--- config.mk ---
export PLATFORM = sky130hd
export DESIGN_NAME = image_frame_stats
export DESIGN_NICKNAME = d
export VERILOG_FILES = /design/src/rtl/image_frame_stats.sv
export SDC_FILE = /design/constraint.sdc
export NUM_CORES = 1
export LEC_CHECK = 0
export ABC_CLOCK_PERIOD_IN_PS = 7300
export CAP_MARGIN = 20
export CELL_PAD_IN_SITES_DETAIL_PLACEMENT = 1
export CELL_PAD_IN_SITES_GLOBAL_PLACEMENT = 1
export CORE_AREA = 2 2 122 124
export CTS_CLUSTER_SIZE = 8
export DETAILED_ROUTE_END_ITERATION = 10
export DIE_AREA = 0 0 124 126
export PLACE_DENSITY = 0.89
export SLEW_MARGIN = 40
export SYNTH_ARGS = -nofsm -noshare
export SYNTH_HDL_FRONTEND = slang
export SYNTH_SLANG_ARGS = --single-unit
--- constraint.sdc ---
create_clock -name in_clk -period 7.3 [get_ports in_clk]
set_clock_uncertainty 0.15 [all_clocks]
set_input_delay 0.73 -clock in_clk [delete_from_list [all_inputs] [get_ports in_clk]]
set_output_delay 0.73 -clock in_clk [all_outputs]
set_load 0.005 [all_outputs]
--- src/rtl/image_frame_stats.sv ---
// image_frame_stats: captures a frame through the sensor interface, then
// reads 64 pixels back and publishes sum, mean, min, max and threshold count.
module image_frame_stats #(
   parameter int unsigned TIMEOUT = 255
) (
   input  logic        in_clk,
   input  logic        in_rst,
   input  logic        in_start,
   input  logic [8:0]  in_threshold,
   output logic        out_interface_start,
   input  logic        in_interface_done,
   output logic        out_rd_en,
   output logic [5:0]  out_rd_addr,
   input  logic [8:0]  in_rd_data,
   output logic        out_busy,
   output logic        out_done,
   output logic        out_error,
   output logic [14:0] out_sum,
   output logic [8:0]  out_mean,
   output logic [8:0]  out_min,
   output logic [8:0]  out_max,
   output logic [6:0]  out_count
);

   typedef enum logic [2:0] {
      S_IDLE,
      S_CAPTURE,
      S_WAIT_IF,
      S_READ,
      S_DRAIN,
      S_DONE
   } state_t;

   localparam logic [15:0] TO_LAST = 16'(TIMEOUT - 1);

   state_t      state;
   state_t      state_nx;
   logic [15:0] wait_cnt;
   logic [5:0]  addr;
   logic [8:0]  thr;
   logic        rd_vld;
   logic        timeout_hit;

   logic [14:0] acc_sum;
   logic [8:0]  acc_min;
   logic [8:0]  acc_max;
   logic [6:0]  acc_cnt;

   logic [14:0] sum_nx;
   logic [8:0]  min_nx;
   logic [8:0]  max_nx;
   logic [6:0]  cnt_nx;

   assign timeout_hit         = (wait_cnt == TO_LAST);
   assign out_interface_start = (state == S_CAPTURE);
   assign out_rd_en           = (state == S_READ);
   assign out_rd_addr         = addr;
   assign out_busy            = (state != S_IDLE);
   assign out_done            = (state == S_DONE);

   // state register
   always_ff @(posedge in_clk) begin
      if (in_rst) begin
         state <= S_IDLE;
      end else begin
         state <= state_nx;
      end
   end

   // next-state logic; interface done wins over a timeout in the same cycle
   always_comb begin
      state_nx = state;
      unique case (state)
         S_IDLE: begin
            if (in_start) state_nx = S_CAPTURE;
         end
         S_CAPTURE: begin
            state_nx = S_WAIT_IF;
         end
         S_WAIT_IF: begin
            if (in_interface_done) state_nx = S_READ;
            else if (timeout_hit)  state_nx = S_IDLE;
         end
         S_READ: begin
            if (addr == 6'd63) state_nx = S_DRAIN;
         end
         S_DRAIN: begin
            state_nx = S_DONE;
         end
         S_DONE: begin
            state_nx = S_IDLE;
         end
         default: begin
            state_nx = S_IDLE;
         end
      endcase
   end

   // fold the pixel returned by the register file into the running stats
   always_comb begin
      sum_nx = acc_sum + {6'd0, in_rd_data};
      min_nx = (in_rd_data < acc_min) ? in_rd_data : acc_min;
      max_nx = (in_rd_data > acc_max) ? in_rd_data : acc_max;
      cnt_nx = acc_cnt + {6'd0, (in_rd_data >= thr)};
   end

   // datapath: counters, accumulators and published results
   always_ff @(posedge in_clk) begin
      if (in_rst) begin
         wait_cnt  <= '0;
         addr      <= '0;
         thr       <= '0;
         rd_vld    <= 1'b0;
         acc_sum   <= '0;
         acc_min   <= 9'd511;
         acc_max   <= '0;
         acc_cnt   <= '0;
         out_error <= 1'b0;
         out_sum   <= '0;
         out_mean  <= '0;
         out_min   <= '0;
         out_max   <= '0;
         out_count <= '0;
      end else begin
         out_error <= 1'b0;
         rd_vld    <= (state == S_READ);
         unique case (state)
            S_IDLE: begin
               if (in_start) thr <= in_threshold;
            end
            S_CAPTURE: begin
               wait_cnt <= '0;
            end
            S_WAIT_IF: begin
               if (in_interface_done) begin
                  addr    <= '0;
                  acc_sum <= '0;
                  acc_min <= 9'd511;
                  acc_max <= '0;
                  acc_cnt <= '0;
               end else if (timeout_hit) begin
                  out_error <= 1'b1;
               end else begin
                  wait_cnt <= wait_cnt + 16'd1;
               end
            end
            S_READ: begin
               addr <= addr + 6'd1;
               if (rd_vld) begin
                  acc_sum <= sum_nx;
                  acc_min <= min_nx;
                  acc_max <= max_nx;
                  acc_cnt <= cnt_nx;
               end
            end
            S_DRAIN: begin
               // publish with the last pixel folded in so the results
               // are already visible in the cycle out_done is high
               acc_sum   <= sum_nx;
               acc_min   <= min_nx;
               acc_max   <= max_nx;
               acc_cnt   <= cnt_nx;
               out_sum   <= sum_nx;
               out_mean  <= sum_nx[14:6];
               out_min   <= min_nx;
               out_max   <= max_nx;
               out_count <= cnt_nx;
            end
            S_DONE: begin
            end
            default: begin
            end
         endcase
      end
   end

endmodule

---- After elaboration in Yosys (flattened, before gate mapping) ----
Cells that the tools add are included.
word-level totals
  memories ................................ 0
  input port bits ......................... 22
  output and inout port bits .............. 60
  latch bits .............................. 0
  memory bits (writable) .................. 0
  register bits after elaboration ......... 125
  ROM bits ................................ 0
cells by class
  shifts and indexed selects .............. 0
  reductions and logical operators ........ 11
  div/mod/pow operators ................... 0
  $add $sub $neg .......................... 4
  magnitude comparators ................... 3
  equal/unequal tests ..................... 14
  $mul .................................... 0
  mux-type cells .......................... 25
  bitwise gates (word level) .............. 1
operator list
  cell                     number
  $mux W9                  6
  $pmux W9 S3              2
  $pmux W15 S3             1
  $mux W16                 2
  $pmux W16 S2             1
  $mux W15                 2
  $pmux W7 S3              1
  $add A16 B1 Y16 const B  1
  $eq A16 B8 Y1 const B    1
  $add A15 B9 Y15          1
  $pmux W3 S5              1
  $mux W7                  2
  $mux W3                  4
  $pmux W6 S2              1
  $ge A9 B9 Y1             1
  $gt A9 B9 Y1             1
  $lt A9 B9 Y1             1
  $reduce_and A3 Y1        3
  $ne A2 B2 Y1 const B     4
  $add A7 B1 Y7            1
  $add A6 B1 Y6 const B    1
  $eq A3 B2 Y1 const B     2
  $eq A3 B3 Y1 const B     2
  $eq A6 B6 Y1 const B     1
  11 further kinds         15

---- Depth between registers and ports, before layout ----
Gate-level depths: netlist (run 1).
  word-level depth ........................ 4
  depth in mapped cells ................... 14

---- Worst setup path after synthesis (run 1) ----
No wires, ideal clock.
  path type ............................... input to register
  start point ............................. in in_rd_data[0]
  end point ............................... reg acc_cnt[6]
  setup time .............................. 0.128 ns
  cell stages on the path ................. 14
  data required time ...................... 7.022 ns
  data arrival time ....................... 2.637 ns
  setup slack ............................. 4.385 ns
  cell sequence ........................... inv_1 -> ha_1 -> nand2b_1 -> a21o_1 -> a21oi_1 -> o21a_1 -> o31ai_1 -> ha_1 -> ha_1 -> nand3_1 -> nor2_1 -> xnor2_1 -> a2bb2oi_1 -> nor2_1
on the way
  cells in the longest elaborated chain, start to end .. 4
RTL lines
  item                  line  RTL
  start, declared       14    input logic [8:0] in_rd_data,
  $ge A9 B9 Y1 (*)      104   cnt_nx = acc_cnt + {6'd0, (in_rd_data >= thr)};
  $add A7 B1 Y7 (*)     104
  $mux W7               149   if (rd_vld) begin
  $pmux W7 S3 (*)       127   unique case (state)
  end signal, assigned  153   acc_cnt <= cnt_nx;
  end signal, assigned  162   acc_cnt <= cnt_nx;
  end, declared         47    logic [6:0] acc_cnt;
Mark *: on every way between the ends. The rest lies on a longest branch, timed or not. The select of a mux whose other input is x is not followed.
A chain may end at the register's enable or synchronous reset.

---- Final worst setup path (run 1) ----
Ends and elaborated chain as after synthesis.

==> key figures, run 1 <==
Outcome
  – Status: finished, final reports clean

Drt
  – DR WL/cell: 19.6 um
  – Residual DRC: 0
  – Vias: between 5,000 and 6,000
  – DR pass1 iterations: 5
  – Total Wirelength: roughly 19 mm
  – Drt initial violations: around 320
  – Via-to-Cell Ratio: approximately 6.0
  – Number of antenna-violating nets in the routed design: 0

Floorplanning
  – FP Rows: 44
  – Core area: 14,300 um2
  – Die ar.: 15,600 um2
  – Die Y: between 100 and 150 um
  – Initial core utilization: 42.5%
  – Number of I/O pins: between 80 and 90
  – DIE WIDTH: 124 um

Power
  – Clock Power Share: approximately 50%
  – Switching Fraction: about a quarter
  – Cell area power density: approximately 220 nW/um2
  – Pleak: 2.83 nW
  – Switch Pwr: approximately 0.43 mW
  – Reg power frac: roughly 40%
  – Tot Pwr: ~1.6 mW
  – Combinational Power Share: 9.0%
  – Worst VDD drop: between 150 and 200 uV
  – Internal: ~1.2 mW

Timing
  – Final setup violation count: 0
  – Final Critical Period: approximately 3.7 ns
  – Max Slew Vio Count: 0
  – Max Fclk: roughly 270 MHz
  – Setup TNS: 0 ns
  – RSZ-0062 raised after global routing: false
  – Tightest Pin Transition: 0.788 ns
  – Final Cycle Share: 50.2%
  – Final Hold Viols: 0
  – Worst relative slew slack: a little under half

Clocking
  – CTS tree: yes
  – Clock sinks: about 120
  – Hold buffers post-CTS: 0
  – Cells resized by post-CTS repair: 0
  – H-tree Lvls: 4
  – Post-CTS setup buffers: 0
  – Latest clock arrival within the worst-skew pair: approximately 0.43 ns
  – CTS root buf: clkbuf_16
  – Clock-pin slew on the worst setup and hold paths: 0.06 ns
  – Total CTS buffers: 17
  – Maximum clock path buffer count: 2

Flow run
  – MaxCap Viol Count: 0

Place
  – Post-DP Area: just under 7000 um2
  – Port Buffers: just over 80
  – DP Cell Count: approximately 950
  – RD Place Congestion: slightly below 0.9
  – DP HPWL: roughly 13 mm

Final layout
  – Layout Area Growth over Synthesis: 23.7%
  – Share of layout cells above drive strength 1: under 10%
  – Fill cells: 1,712
  – NumNets Final: 849
  – Cell area after layout: 7520 um2
  – Most frequent cells in the layout: dfxtp_1, clkdlybuf4s50_1, nand2_1
  – Sequential Area: 2320 um2
  – Non-Filler Instances: approximately 980
  – Multi-input gate area: about 3400 um2
  – ANT cells: 0
  – Commonest non-fill, non-tap cell in the layout: dfxtp_1

Setup path
  – RR Startpoint: state[0]
  – Crit path DAT: between 3 and 4 ns
  – Cell mode on critical path: ha_1
  – Critical-path top delay cell: clkdlybuf4s50_1
  – Worst setup path start: in_rd_data[0]
  – Crit Path Max Fanout: 7
  – FF-to-FF path depth: 5
  – Crit-path cells: clkdlybuf4s50_1 -> inv_1 -> ha_1 -> nand2b_1 -> a21o_1 -> a21oi_1 -> o21a_1 -> o31ai_1 -> ha_1 -> ha_1 -> nand3_1 -> nor2_1 -> xnor2_1 -> a2bb2oi_1 -> nor2_1
  – Critical R2R Capture: acc_max[4]
  – Startpoint Class: input port
  – Largest stage delay, worst path: approximately 0.68 ns
  – CP Class: in2reg
  – Critical Path RT: about 7.4 ns
  – Kind of end point of the critical path: flip-flop
  – R2R setup slack: between 4 and 5 ns

Synthesis
  – Post-synth EDFFs: 0
  – FF+latch count, synth: about 120
  – Area contributors post-synth: dfxtp_1, ha_1, o21ai_0
  – Yosys top cell by area: dfxtp_1
  – Syn avg cell area: 8.34 um2
  – Seq/Total Area, Yosys: a little under two fifths
  – Cell Area, Synth: 6080 um2
  – Synth unique cells: 66
  – Synth Instances: ~730
  – Synth warn: 0
  – Top FF cell, synth: dfxtp_1
  – Syn Nets: just under 800
  – Ys async rst share: 0%
  – Yosys top cell area share: 38.2%

Min path
  – Worst hold stages: 2
  – Hold Path Class: reg2reg
  – Hold endpoint: out_sum[0]
  – Beginning of the worst hold path: out_sum[0]

Global route
  – First-pass GRT wire length: about 32 mm
  – Total gr overflow: 0
  – Vias in the first global route: approximately 6,500
  – Gr usage total: roughly a quarter
  – Largest net degree at the start of global routing: 62
  – Initial antenna violation count: 0
==> flip-flops by register name, indices dropped and copies added (netlist names), 3 cells and up <==
signal       flops
acc_cnt          7
acc_max          9
acc_min          9
acc_sum         15
out_count        7
out_max          9
out_min          9
out_rd_addr      6
out_sum         15
state            3
thr              9
wait_cnt        16
==> power groups by stage <==
| stage | registers, mW | logic (mW) | clock network [mW] |
|---|---|---|---|
| final | 0.655 | 0.147 | 0.834 |
| after global routing | 0.656 | 0.162 | 0.877 |
| after detailed placement | 0.668 | 0.143 | 0 |
| after global placement | 0.667 | 0.134 | 0 |
| after CTS | 0.655 | 0.147 | 0.844 |
| after floorplan | 0.663 | 0.0850 | 0 |
==> kinds of logic (layout without fill, tap and decap cells) <==
| family | after synthesis | count (layout) | share of synthesized area (%) |
|---|---|---|---|
| DFF | 116 | 116 | 38.2 |
| and+or+nand+nor | 237 | 237 | 19.6 |
| AOI/OAI and AO/OA | 234 | 234 | 24.9 |
| buffers and inverters | 80 | 150 | 5.68 |
| adders and majority gates | 41 | 41 | 8.56 |
| xor gates and xnor gates | 21 | 21 | 3.03 |
==> critical path: cells and delay by family <==
family,cells,cell delay (ns)
fa+ha+maj,3,0.78
simple gates,4,0.53
xor+xnor,1,0.16
buf+inv,2,0.82
compound gates,5,0.76
==> routing by layer <==
layer | global-route usage, % | up-vias | share of wire [%] | wire length [um]
met2 | 46.7 | 156 | 53 | 10200
met3 | 6.20 | 61 | 4.4 | 849
met4 | 12.2 | 0 | 3.5 | 666
met1 | 28.5 | 2922 | 39 | 7570
li1 | - | 2783 | - | -
met5 | 0 | - | 0 | 0
==> metrics by stage <==
stage | util [%] | setup slack [ns] | hold slack, ns
floorplan | - | 4.38 | 0.279
global placement | 48.4 | 3.17 | 0.297
detailed placement | 48.4 | 3.21 | 0.306
CTS | 52.5 | 3.65 | 0.315
global route | 52.5 | 3.38 | 0.340
finish | 52.5 | 3.64 | 0.313
==> area by class of cell <==
cell class	count	area share [%]
repair buffers	85	11.1
inverters	33	1.65
multi-input cells	533	45.5
clock inverters	15	2.11
well taps	184	3.06
clock buffers	17	5.66
flip-flops and latches	116	30.9
==> cells in the mapped netlist, types with 9 or more instances <==
cell,number
dfxtp_1,116
a32o_1,9
a211oi_1,13
xor2_1,11
nor3_1,13
nand4_1,9
or3_1,10
a21oi_1,55
o21ai_0,56
clkbuf_1,33
ha_1,40
nor2_1,49
o22a_1,9
o21a_1,10
nand3_1,31
nand2_1,67
a21o_1,10
inv_1,32
buf_4,10
xnor2_1,10
a31oi_1,29
==> worst max path at each step <==
| stage | depth (start not counted) | slack (ns) | end |
|---|---|---|---|
| after CTS | 15 | 3.65 | acc_cnt[6] |
| after global placement | 7 | 3.17 | acc_max[6] |
| after floorplan | 14 | 4.38 | acc_cnt[6] |
| after global routing | 15 | 3.38 | acc_cnt[6] |
| final | 15 | 3.64 | acc_cnt[6] |
| after detailed placement | 15 | 3.21 | acc_cnt[6] |
No activity file was read; power rests on OpenSTA's default activity.
==> run 2, diff against run 1 <==
==> config.mk (replaced) <==
export PLATFORM = sky130hd
export DESIGN_NAME = image_frame_stats
export DESIGN_NICKNAME = d
export VERILOG_FILES = /design/src/rtl/image_frame_stats.sv
export SDC_FILE = /design/constraint.sdc
export NUM_CORES = 1
export LEC_CHECK = 0
export ABC_CLOCK_PERIOD_IN_PS = 3350
export CAP_MARGIN = 20
export CELL_PAD_IN_SITES_DETAIL_PLACEMENT = 1
export CELL_PAD_IN_SITES_GLOBAL_PLACEMENT = 1
export CORE_AREA = 2 2 132 134
export CTS_CLUSTER_SIZE = 8
export DETAILED_ROUTE_END_ITERATION = 10
export DIE_AREA = 0 0 134 136
export PLACE_DENSITY = 0.81
export SLEW_MARGIN = 40
export SYNTH_ARGS = -nofsm -noshare
export SYNTH_HDL_FRONTEND = slang
export SYNTH_SLANG_ARGS = --single-unit
==> constraint.sdc (replaced) <==
create_clock -name in_clk -period 3.35 [get_ports in_clk]
set_clock_uncertainty 0.15 [all_clocks]
set_input_delay 0.335 -clock in_clk [delete_from_list [all_inputs] [get_ports in_clk]]
set_output_delay 0.335 -clock in_clk [all_outputs]
set_load 0.005 [all_outputs]
==> key figures, run 2 (same netlist as run 1, synthesis figures left out) <==
Place
  – DP HPWL: around 13 mm
  – RD Place Congestion: just over 0.8
  – Port Buffers: 81
  – DP Cell Count: ~1,000
  – Post-DP Area: 7160 um2

Final layout
  – NumNets Final: just under 900
  – ANT cells: 0
  – Most flops, register: wait_cnt
  – Max reg flops: 16
  – Fill cells: around 2,000
  – Commonest non-fill, non-tap cell in the layout: dfxtp_1
  – Layout Area Growth over Synthesis: 28.7%
  – Cell area after layout: 7820 um2
  – Largest regs: wait_cnt (16), acc_sum (15), out_sum (15)
  – Non-Filler Instances: approximately 1,000
  – Most frequent cells in the layout: dfxtp_1, clkdlybuf4s50_1, nand2_1
  – Share of layout cells above drive strength 1: 8.75%

Min path
  – Hold Path Class: in2reg

Drt
  – DR pass1 iterations: 4
  – Number of antenna-violating nets in the routed design: 0
  – Total Wirelength: between 15 and 20 mm
  – Residual DRC: 0
  – Drt initial violations: 227
  – Detail Route met2 WL: 9.64 mm
  – Metal3 WL: 878 um
  – Via-to-Cell Ratio: roughly 5.5
  – Met1 WL: 7.81 mm
  – DR WL/cell: ~18 um
  – Highest routing layer actually used: met4
  – Vias: between 5,000 and 6,000

Setup path
  – Startpoint Class: flip-flop
  – Critical-path top delay cell: dfxtp_1
  – Crit path DAT: between 3 and 4 ns
  – Largest stage delay, worst path: ~0.57 ns
  – Crit-path cells: and2b_1 -> nand2_1 -> inv_2 -> a21oi_2 -> nor2_2 -> o21ai_1 -> o22a_1
  – Buffers and inverters on the worst path: 1
  – Critical Path RT: between 3 and 4 ns
  – CP Class: reg2reg
  – Delay-heaviest family, CP: compound AO/OA/AOI/OAI gates
  – Crit Path Max Fanout: 11
  – Kind of end point of the critical path: flip-flop

Floorplanning
  – Core area: approximately 17,000 um2
  – Die ar.: around 18,000 um2
  – FP Rows: between 40 and 50
  – Die Y: roughly 140 um
  – Initial core utilization: 36.0%
  – DIE WIDTH: around 130 um
  – Number of I/O pins: between 80 and 90

Clocking
  – Total CTS buffers: 17
  – Post-CTS setup buffers: 0
  – Clock sinks: 116
  – H-tree Lvls: 4
  – Hold buffers post-CTS: 0
  – CTS root buf: clkbuf_16
  – Latest clock arrival within the worst-skew pair: 0.43 ns
  – Maximum clock path buffer count: 2
  – CTS tree: yes
  – Clock-pin slew on the worst setup and hold paths: roughly 0.06 ns
  – Cells resized by post-CTS repair: 0

Power
  – Cell area power density: 490 nW/um2
  – Switching Fraction: roughly a quarter
  – Combinational Power Share: between 8 and 9%
  – Switch Pwr: ~0.90 mW
  – Pleak: a little under 3 nW
  – Clock Power Share: 54.1%
  – Reg power frac: a little under two fifths
  – Worst VDD drop: 390 uV
  – Internal: 2.94 mW

Timing
  – Setup TNS: 0 ns
  – Final setup violation count: 0
  – Final Hold Viols: 0
  – RSZ-0062 raised after global routing: false
  – Hold Slack: 0.213 ns
  – Final Critical Period: 2.90 ns
  – Tightest Pin Transition: just under 0.8 ns
  – Max Slew Vio Count: 0
  – Final Cycle Share: approximately 87%
  – Worst relative slew slack: 48.2%
  – Max Fclk: around 350 MHz

Global route
  – Vias in the first global route: ~6,000
  – First-pass GRT wire length: 30.4 mm
  – Initial antenna violation count: 0
  – Gr usage total: 21.1%
  – Largest net degree at the start of global routing: between 60 and 70
  – Total gr overflow: 0

Outcome
  – Status: finished, final reports clean

Flow run
  – MaxCap Viol Count: 0
[run 2: cell types whose count changed in the layout (fill, tap and decap cells not counted), moves of 2 or more]
cell,before,now
buf_4,4,28
clkinvlp_4,3,1
clkbuf_1,0,3
clkinv_4,5,3
bufinv_16,2,6
clkinv_2,3,1
[run 2: worst paths after layout]
check                start          to  slack, ns  depth (start not counted)
setup / recovery  state[1]  acc_min[4]       0.45                          7
hold / removal      in_rst  acc_cnt[6]       0.21                          2
setup reg to reg  state[1]  acc_min[4]       0.45                          7
hold reg to reg     thr[3]      thr[3]       0.31                          2
[run 2: metal layers]
metal	track usage [%]	vias to the layer above
met4	7.09	0
met1	24.3	2827
met3	5.26	24
met2	38.1	113
li1	-	2837
met5	0	-
[run 2: final cells by class]
type | count | area (um2) | share of cell area, %
clock buffer | 20 | 437 | 5.58
inverter | 33 | 124 | 1.58
timing repair buffer | 109 | 1020 | 13.0
tap | 225 | 282 | 3.60
clock inverter | 12 | 228 | 2.91
sequential | 116 | 2320 | 29.7
multi-input combinational | 533 | 3420 | 43.7
[run 2: per-stage QoR]
step | power, mW | setup WS, ns | utilization [%]
final | 3.83 | 0.452 | 46.4
after global routing | 3.97 | 0.242 | 46.4
after CTS | 3.87 | 0.503 | 46.4
after detailed placement | 1.78 | 0.105 | 42.4
after global placement | 1.77 | 0.149 | 42.4
after floorplan | 1.63 | 0.830 | -
[run 2: power by group through the flow]
stage,Clock (mW),Combinational [mW],Sequential [mW]
finish,2.08,0.333,1.43
detailed placement,0,0.327,1.45
CTS,2.11,0.334,1.43
global route,2.17,0.367,1.43
floorplan,0,0.185,1.44
global placement,0,0.319,1.45
[run 2: worst reg2reg max path: stages, from the launching register on]
cell and delay [ns]:
dfxtp_1 0.57, and2b_1 0.23, nand2_1 0.20, inv_2 0.28, a21oi_2 0.18, nor2_2 0.43, o21ai_1 0.42, o22a_1 0.33
